<file path="config.mk">
export PLATFORM = sky130hd
export DESIGN_NAME = uart_dbg_frame_parser
export DESIGN_NICKNAME = d
export VERILOG_FILES = /design/src/rtl/uart_dbg_frame_parser.sv
export SDC_FILE = /design/constraint.sdc
export NUM_CORES = 1
export LEC_CHECK = 0
export BUFFER_PORTS_ARGS = -buffer_cell sky130_fd_sc_hd__buf_4
export CAP_MARGIN = 10
export CORE_UTILIZATION = 42
export CTS_CLUSTER_DIAMETER = 50
export DETAILED_ROUTE_END_ITERATION = 12
export PLACE_DENSITY = 0.66
export SYNTH_ARGS = -nofsm -noshare
export SYNTH_HDL_FRONTEND = slang
export SYNTH_SLANG_ARGS = --single-unit
export TNS_END_PERCENT = 100
</file>
<file path="constraint.sdc">
create_clock -name clk_i -period 6.2 [get_ports clk_i]
set_input_delay 0.31 -clock clk_i [delete_from_list [all_inputs] [get_ports clk_i]]
set_output_delay 0.31 -clock clk_i [all_outputs]
set_load 0.005 [all_outputs]
</file>
<file path="src/rtl/uart_dbg_frame_parser.sv">
// UART debug frame parser: turns READ/WRITE/EXEC/challenge byte frames into byte-memory
// accesses and exec pulses. Optional inter-byte timeout is enabled by UART_DBG_TIMEOUT_EN.
module uart_dbg_frame_parser #(
    parameter int unsigned TimeoutCycles = 100000
) (
    input  logic        clk_i,
    input  logic        rst_i,
    input  logic        rx_valid_i,
    input  logic [7:0]  rx_data_i,
    output logic        rx_ready_o,
    output logic        tx_valid_o,
    output logic [7:0]  tx_data_o,
    input  logic        tx_ready_i,
    output logic        mem_req_o,
    output logic        mem_we_o,
    output logic [63:0] mem_addr_o,
    output logic [7:0]  mem_wdata_o,
    input  logic        mem_gnt_i,
    input  logic        mem_rvalid_i,
    input  logic [7:0]  mem_rdata_i,
    output logic        exec_valid_o,
    output logic [63:0] exec_addr_o,
    output logic        busy_o
);
    localparam logic [7:0] CodeRead  = 8'h11;
    localparam logic [7:0] CodeWrite = 8'h12;
    localparam logic [7:0] CodeExec  = 8'h13;
    localparam logic [7:0] CodeAck   = 8'h06;
    localparam logic [7:0] CodeEot   = 8'h04;

    typedef enum logic [3:0] {
        ST_IDLE  = 4'd0, ST_ADDR  = 4'd1, ST_LEN   = 4'd2, ST_ACK  = 4'd3,
        ST_WDATA = 4'd4, ST_WMEM  = 4'd5, ST_RREQ  = 4'd6, ST_RWAIT = 4'd7,
        ST_RTX   = 4'd8, ST_EOT   = 4'd9, ST_EXEC  = 4'd10
    } state_t;

    state_t      state_r, next_s, state_s;
    logic [7:0]  cmd_r;
    logic [2:0]  cnt_r;
    logic [63:0] addr_r, len_r;
    logic [7:0]  wdata_r, tx_data_s;
    logic        rx_ready_r, tx_valid_r, mem_req_r, mem_we_r, exec_valid_r, busy_r;
    logic [7:0]  tx_data_r;
    logic        rx_fire_s, tx_fire_s, timeout_s;

    assign rx_fire_s = rx_valid_i && rx_ready_r;
    assign tx_fire_s = tx_valid_r && tx_ready_i;

`ifdef UART_DBG_TIMEOUT_EN
    logic [31:0] to_cnt_r;
    logic        wait_s;
    assign wait_s    = (state_r == ST_ADDR) || (state_r == ST_LEN) || (state_r == ST_WDATA);
    assign timeout_s = wait_s && !rx_fire_s && (to_cnt_r == 32'(TimeoutCycles - 32'd1));

    // Inter-byte idle counter, cleared on every accepted byte and outside the waiting states
    always_ff @(posedge clk_i or posedge rst_i) begin
        if (rst_i) begin
            to_cnt_r <= 32'd0;
        end else if (!wait_s || rx_fire_s || timeout_s) begin
            to_cnt_r <= 32'd0;
        end else begin
            to_cnt_r <= to_cnt_r + 32'd1;
        end
    end
`else
    assign timeout_s = 1'b0;
`endif

    // Next-state logic of the frame FSM
    always_comb begin
        next_s = state_r;
        case (state_r)
            ST_IDLE: begin
                if (rx_fire_s) begin
                    if (rx_data_i == CodeAck) begin
                        next_s = ST_ACK;
                    end else if ((rx_data_i == CodeRead) || (rx_data_i == CodeWrite) ||
                                 (rx_data_i == CodeExec)) begin
                        next_s = ST_ADDR;
                    end else begin
                        next_s = ST_IDLE;
                    end
                end else begin
                    next_s = ST_IDLE;
                end
            end
            ST_ADDR:  next_s = (rx_fire_s && cnt_r == 3'd7) ?
                               ((cmd_r == CodeExec) ? ST_ACK : ST_LEN) : ST_ADDR;
            ST_LEN:   next_s = (rx_fire_s && cnt_r == 3'd7) ? ST_ACK : ST_LEN;
            ST_ACK: begin
                // The latched command also remembers a bare challenge (cmd == ACK)
                if (!tx_fire_s) begin
                    next_s = ST_ACK;
                end else if (cmd_r == CodeExec) begin
                    next_s = ST_EXEC;
                end else if (cmd_r == CodeAck) begin
                    next_s = ST_IDLE;
                end else if (len_r == 64'd0) begin
                    next_s = ST_EOT;
                end else if (cmd_r == CodeRead) begin
                    next_s = ST_RREQ;
                end else begin
                    next_s = ST_WDATA;
                end
            end
            ST_WDATA: next_s = rx_fire_s ? ST_WMEM : ST_WDATA;
            ST_WMEM:  next_s = mem_gnt_i ? ((len_r == 64'd1) ? ST_EOT : ST_WDATA) : ST_WMEM;
            ST_RREQ:  next_s = mem_gnt_i ? ST_RWAIT : ST_RREQ;
            ST_RWAIT: next_s = mem_rvalid_i ? ST_RTX : ST_RWAIT;
            ST_RTX:   next_s = tx_fire_s ? ((len_r == 64'd1) ? ST_EOT : ST_RREQ) : ST_RTX;
            ST_EOT:   next_s = tx_fire_s ? ST_IDLE : ST_EOT;
            ST_EXEC:  next_s = ST_IDLE;
            default:  next_s = ST_IDLE;
        endcase
    end

    assign state_s = timeout_s ? ST_IDLE : next_s;

    // Transmit byte for the upcoming state; read data is captured straight from the bus
    always_comb begin
        tx_data_s = 8'h00;
        case (state_s)
            ST_ACK:  tx_data_s = CodeAck;
            ST_EOT:  tx_data_s = CodeEot;
            ST_RTX:  tx_data_s = (state_r == ST_RWAIT) ? mem_rdata_i : tx_data_r;
            default: tx_data_s = 8'h00;
        endcase
    end

    // State register and outputs registered as a decode of the next state
    always_ff @(posedge clk_i or posedge rst_i) begin
        if (rst_i) begin
            state_r      <= ST_IDLE;
            rx_ready_r   <= 1'b0;
            tx_valid_r   <= 1'b0;
            tx_data_r    <= 8'h00;
            mem_req_r    <= 1'b0;
            mem_we_r     <= 1'b0;
            exec_valid_r <= 1'b0;
            busy_r       <= 1'b0;
        end else begin
            state_r      <= state_s;
            rx_ready_r   <= (state_s == ST_IDLE) || (state_s == ST_ADDR) ||
                            (state_s == ST_LEN)  || (state_s == ST_WDATA);
            tx_valid_r   <= (state_s == ST_ACK) || (state_s == ST_RTX) || (state_s == ST_EOT);
            tx_data_r    <= tx_data_s;
            mem_req_r    <= (state_s == ST_WMEM) || (state_s == ST_RREQ);
            mem_we_r     <= (state_s == ST_WMEM);
            exec_valid_r <= (state_s == ST_EXEC);
            busy_r       <= (state_s != ST_IDLE);
        end
    end

    // Frame datapath: command, byte counter, little-endian address/length shift-in, write data
    always_ff @(posedge clk_i or posedge rst_i) begin
        if (rst_i) begin
            cmd_r   <= 8'h00;
            cnt_r   <= 3'd0;
            addr_r  <= 64'd0;
            len_r   <= 64'd0;
            wdata_r <= 8'h00;
        end else begin
            case (state_r)
                ST_IDLE: begin
                    if (rx_fire_s) begin
                        cmd_r <= rx_data_i;
                        cnt_r <= 3'd0;
                    end
                end
                ST_ADDR: begin
                    if (rx_fire_s) begin
                        addr_r <= {rx_data_i, addr_r[63:8]};
                        cnt_r  <= cnt_r + 3'd1;
                    end
                end
                ST_LEN: begin
                    if (rx_fire_s) begin
                        len_r <= {rx_data_i, len_r[63:8]};
                        cnt_r <= cnt_r + 3'd1;
                    end
                end
                ST_WDATA: begin
                    if (rx_fire_s) begin
                        wdata_r <= rx_data_i;
                    end
                end
                ST_WMEM: begin
                    if (mem_gnt_i) begin
                        addr_r <= addr_r + 64'd1;
                        len_r  <= len_r - 64'd1;
                    end
                end
                ST_RTX: begin
                    if (tx_fire_s) begin
                        addr_r <= addr_r + 64'd1;
                        len_r  <= len_r - 64'd1;
                    end
                end
                default: begin
                    cnt_r <= cnt_r;
                end
            endcase
        end
    end

    assign rx_ready_o   = rx_ready_r;
    assign tx_valid_o   = tx_valid_r;
    assign tx_data_o    = tx_data_r;
    assign mem_req_o    = mem_req_r;
    assign mem_we_o     = mem_we_r;
    assign mem_addr_o   = addr_r;
    assign mem_wdata_o  = wdata_r;
    assign exec_valid_o = exec_valid_r;
    assign exec_addr_o  = addr_r;
    assign busy_o       = busy_r;
endmodule

</file>
==> results.sh <==
export IMPL_outcome="finished clean"
export IMPL_synth_edf_count=0
export IMPL_final_nets=1407
export IMPL_crit_start="state_r[0]$_DFF_PP0_"
export IMPL_post_dp_cell_area_um2=11500
export IMPL_topRoutingLayerUsed="met4"
export IMPL_setup_tns_ps=0
export IMPL_maxSlewHeadroom=0.3413
export IMPL_ant_nets=0
export IMPL_regArea_um2=4129
export IMPL_initial_core_util=0.4297
export IMPL_final_area_um2=12080
export IMPL_setup_viol=0
export IMPL_p_per_area_nw_per_um2=497.8
export IMPL_worst_slew_pin_slew_ps=979.0
export IMPL_reg2reg_from="state_r[0]$_DFF_PP0_"
export IMPL_synth_warnings=0
export IMPL_most_common_layout_cells="buf_4 (178), a21oi_1 (168), dfrtp_1 (165)"
export IMPL_yosysUniqueCellTypes=70
export IMPL_cts_tree="yes"
export IMPL_wl_per_cell_um=17.25
export IMPL_synth_area_leaders="dfrtp_1 (39%), a21oi_1 (8.1%), o21ai_0 (5.8%)"
export IMPL_grt_first_pass_wirelength_um=48650
export IMPL_skew_ps=11.11
export IMPL_fp_row_count=57
export IMPL_worst_path_max_fanout=80
export IMPL_post_cts_setup_buffer_count=0
export IMPL_wl_met1_um=14100
export IMPL_cts_buffers=17
export IMPL_ys_seq_area_frac=0.3928
export IMPL_rsz0062_at_grt="no"
export IMPL_fin_crit_sh=0.6020
export IMPL_end_kind="flip-flop"
export IMPL_drive_gt1_frac=0.1853
export IMPL_wl_met3_um=1658
export IMPL_io_buffers=171
export IMPL_cts_max_level=4
export IMPL_startpoint_type="flip-flop"
export IMPL_layout_min_cycle_time_ps=3732
export IMPL_p_total_mw=6.015
export IMPL_syn_cell_area_um2=10510
export IMPL_postSynthCellCount=1332
export IMPL_finalMaxSlewViolations=0
export IMPL_async_reset_ff_frac=1.000
export IMPL_area_growth_pct=14.94
export IMPL_cts_clk_slew_worst_paths_ps=70
export IMPL_grt_overflow=0
export IMPL_p_leak_nw=4.825
export IMPL_die_y_um=160.2
export IMPL_worstSetupPathType="reg2reg"
export IMPL_drcViolationCount=0
export IMPL_multi_input_area_um2=5527
export IMPL_design_core_area_um2=24460
export IMPL_antenna_found_initial=0
export IMPL_gp_congestion=0.8976
export IMPL_final_common_cell="buf_4"
export IMPL_ctsHoldBuffers=0
export IMPL_finalHoldViolations=0
export IMPL_dieArea_um2=25660
export IMPL_drt_iter0_markers=1241
export IMPL_cts_root_buffer_cell="clkbuf_16"
export IMPL_first_pass_iters=5
export IMPL_diodes=0
export IMPL_hold_class="in2async"
export IMPL_track_usage=0.2296
export IMPL_drt_vias_per_instance=5.938
export IMPL_grt_start_max_net_pins=222
export IMPL_wl_met2_um=13560
export IMPL_grt_pass1_vias=9099
export IMPL_peakVddDrop_uv=218.6
export IMPL_routed_wl_um=29600
export IMPL_dp_hpwl_um=19190
export IMPL_ys_flop_type="dfrtp_1"
export IMPL_ys_ff_latch=165
export IMPL_die_width_um=160.2
export IMPL_clock_sinks=165
export IMPL_cts_resized=0
export IMPL_synth_fp_nets=1360
export IMPL_yosysTopAreaCellShare=0.3928
export IMPL_arrival_ps=4100
export IMPL_avgSynthCellArea_um2=7.891
export IMPL_clock_latency_ps=440
export IMPL_cp_required_ps=6570
export IMPL_via_count=10190
export IMPL_fill_cells=2320
export IMPL_maxCapViolations=0
export IMPL_pin_count=172
export IMPL_clock_path_buffers=2
export IMPL_clock_fmax_mhz=267.9
export IMPL_yosysTopAreaCell="dfrtp_1"
## synth_stat cells (7+ instances only)
library cell / count
a22oi_1: 13
and3_1: 21
nor4_1: 21
o22ai_1: 38
nor2_1: 141
nor2b_1: 8
a31oi_1: 19
clkbuf_1: 73
dfrtp_1: 165
nor3b_1: 8
inv_1: 19
a21oi_1: 170
mux2_2: 17
or3_1: 7
o21ai_0: 122
nand2_1: 143
nand3_1: 55
buf_4: 65
and2_1: 8
o22a_1: 12
a2bb2oi_1: 8
and4_1: 8
nand4_1: 32
nor3_1: 48
## per-layer routing
layer  GRT usage  vias to the layer above
li1            -                     4914
met2      0.3557                      344
met4     0.04372                        0
met5           0                        -
met3     0.03143                       25
met1      0.3414                     4907
## logic make-up after synthesis
kind of cell | share of synthesized area
multiplexers | 0.02131
XOR/XNOR | 0.0008334
AO/OA/AOI/OAI | 0.2391
adder cells (fa/ha/maj) | 0.007142
buffers and inverters | 0.08689
flip-flops | 0.3928
AND/OR/NAND/NOR | 0.2519
## report_power, final
part,switching (mW),internal (mW),leakage [nW]
combinational,1.34,1.28,2.61
sequential,0.789,1.54,1.93
clock,0.521,0.542,0.287
total,2.65,3.36,4.82
## flip-flops by register name, indices dropped and copies added (netlist names), 3 cells and up
| name | count |
|---|---|
| tx_data_o | 8 |
| cmd_r | 8 |
| state_r | 4 |
| len_r | 64 |
| mem_wdata_o | 8 |
| exec_addr_o | 64 |
| cnt_r | 3 |
## critical path, cell delays in order (launching register included)
cell and delay (ps):
dfrtp_1 700, nor3b_1 140, a32oi_1 540, nor2_1 280, a21oi_4 180, buf_4 630, nand4_1 210, or2_2 400
or4_1 480, nand3_1 90
## stage by stage
step / setup WS, ps / util / hold WS, ps / std cells
5_1_grt: 2191 / 0.4939 / 97.31 / 1716
6_report: 2468 / 0.4939 / 33.16 / 1716
3_5_place_dp: 2475 / 0.4700 / 494.4 / 1684
3_3_place_gp: 2536 / 0.4700 / 489.0 / 1684
2_1_floorplan: 1428 / - / 425.7 / 1332
4_1_cts: 2457 / 0.4939 / 92.96 / 1716
## cell type report
type,instances,share of cell area
inverters,20,0.006628
repair buffers,179,0.1123
flip-flops and latches,165,0.3418
clock buffers,17,0.03521
multi-input cells,996,0.4574
clock inverters,15,0.01315
well taps,324,0.03355
## final timing paths
kind / to / slack [ps] / cells after the start
worst min register to register: mem_wdata_o[2]$_DFFE_PP0P_ / 510 / 1
max in group asynchronous: len_r[48]$_DFFE_PP0P_ / 4600 / 3
min in group clk_i: tx_data_o[3]$_DFFE_PP0P_ / 120 / 3
worst max-delay path: exec_addr_o[62]$_DFFE_PP0P_ / 2470 / 9
worst min-delay path: mem_req_o$_DFF_PP0_ / 30 / 2
worst max register to register: exec_addr_o[62]$_DFFE_PP0P_ / 2470 / 9
Note: power is estimated with default switching activity, not from simulation.
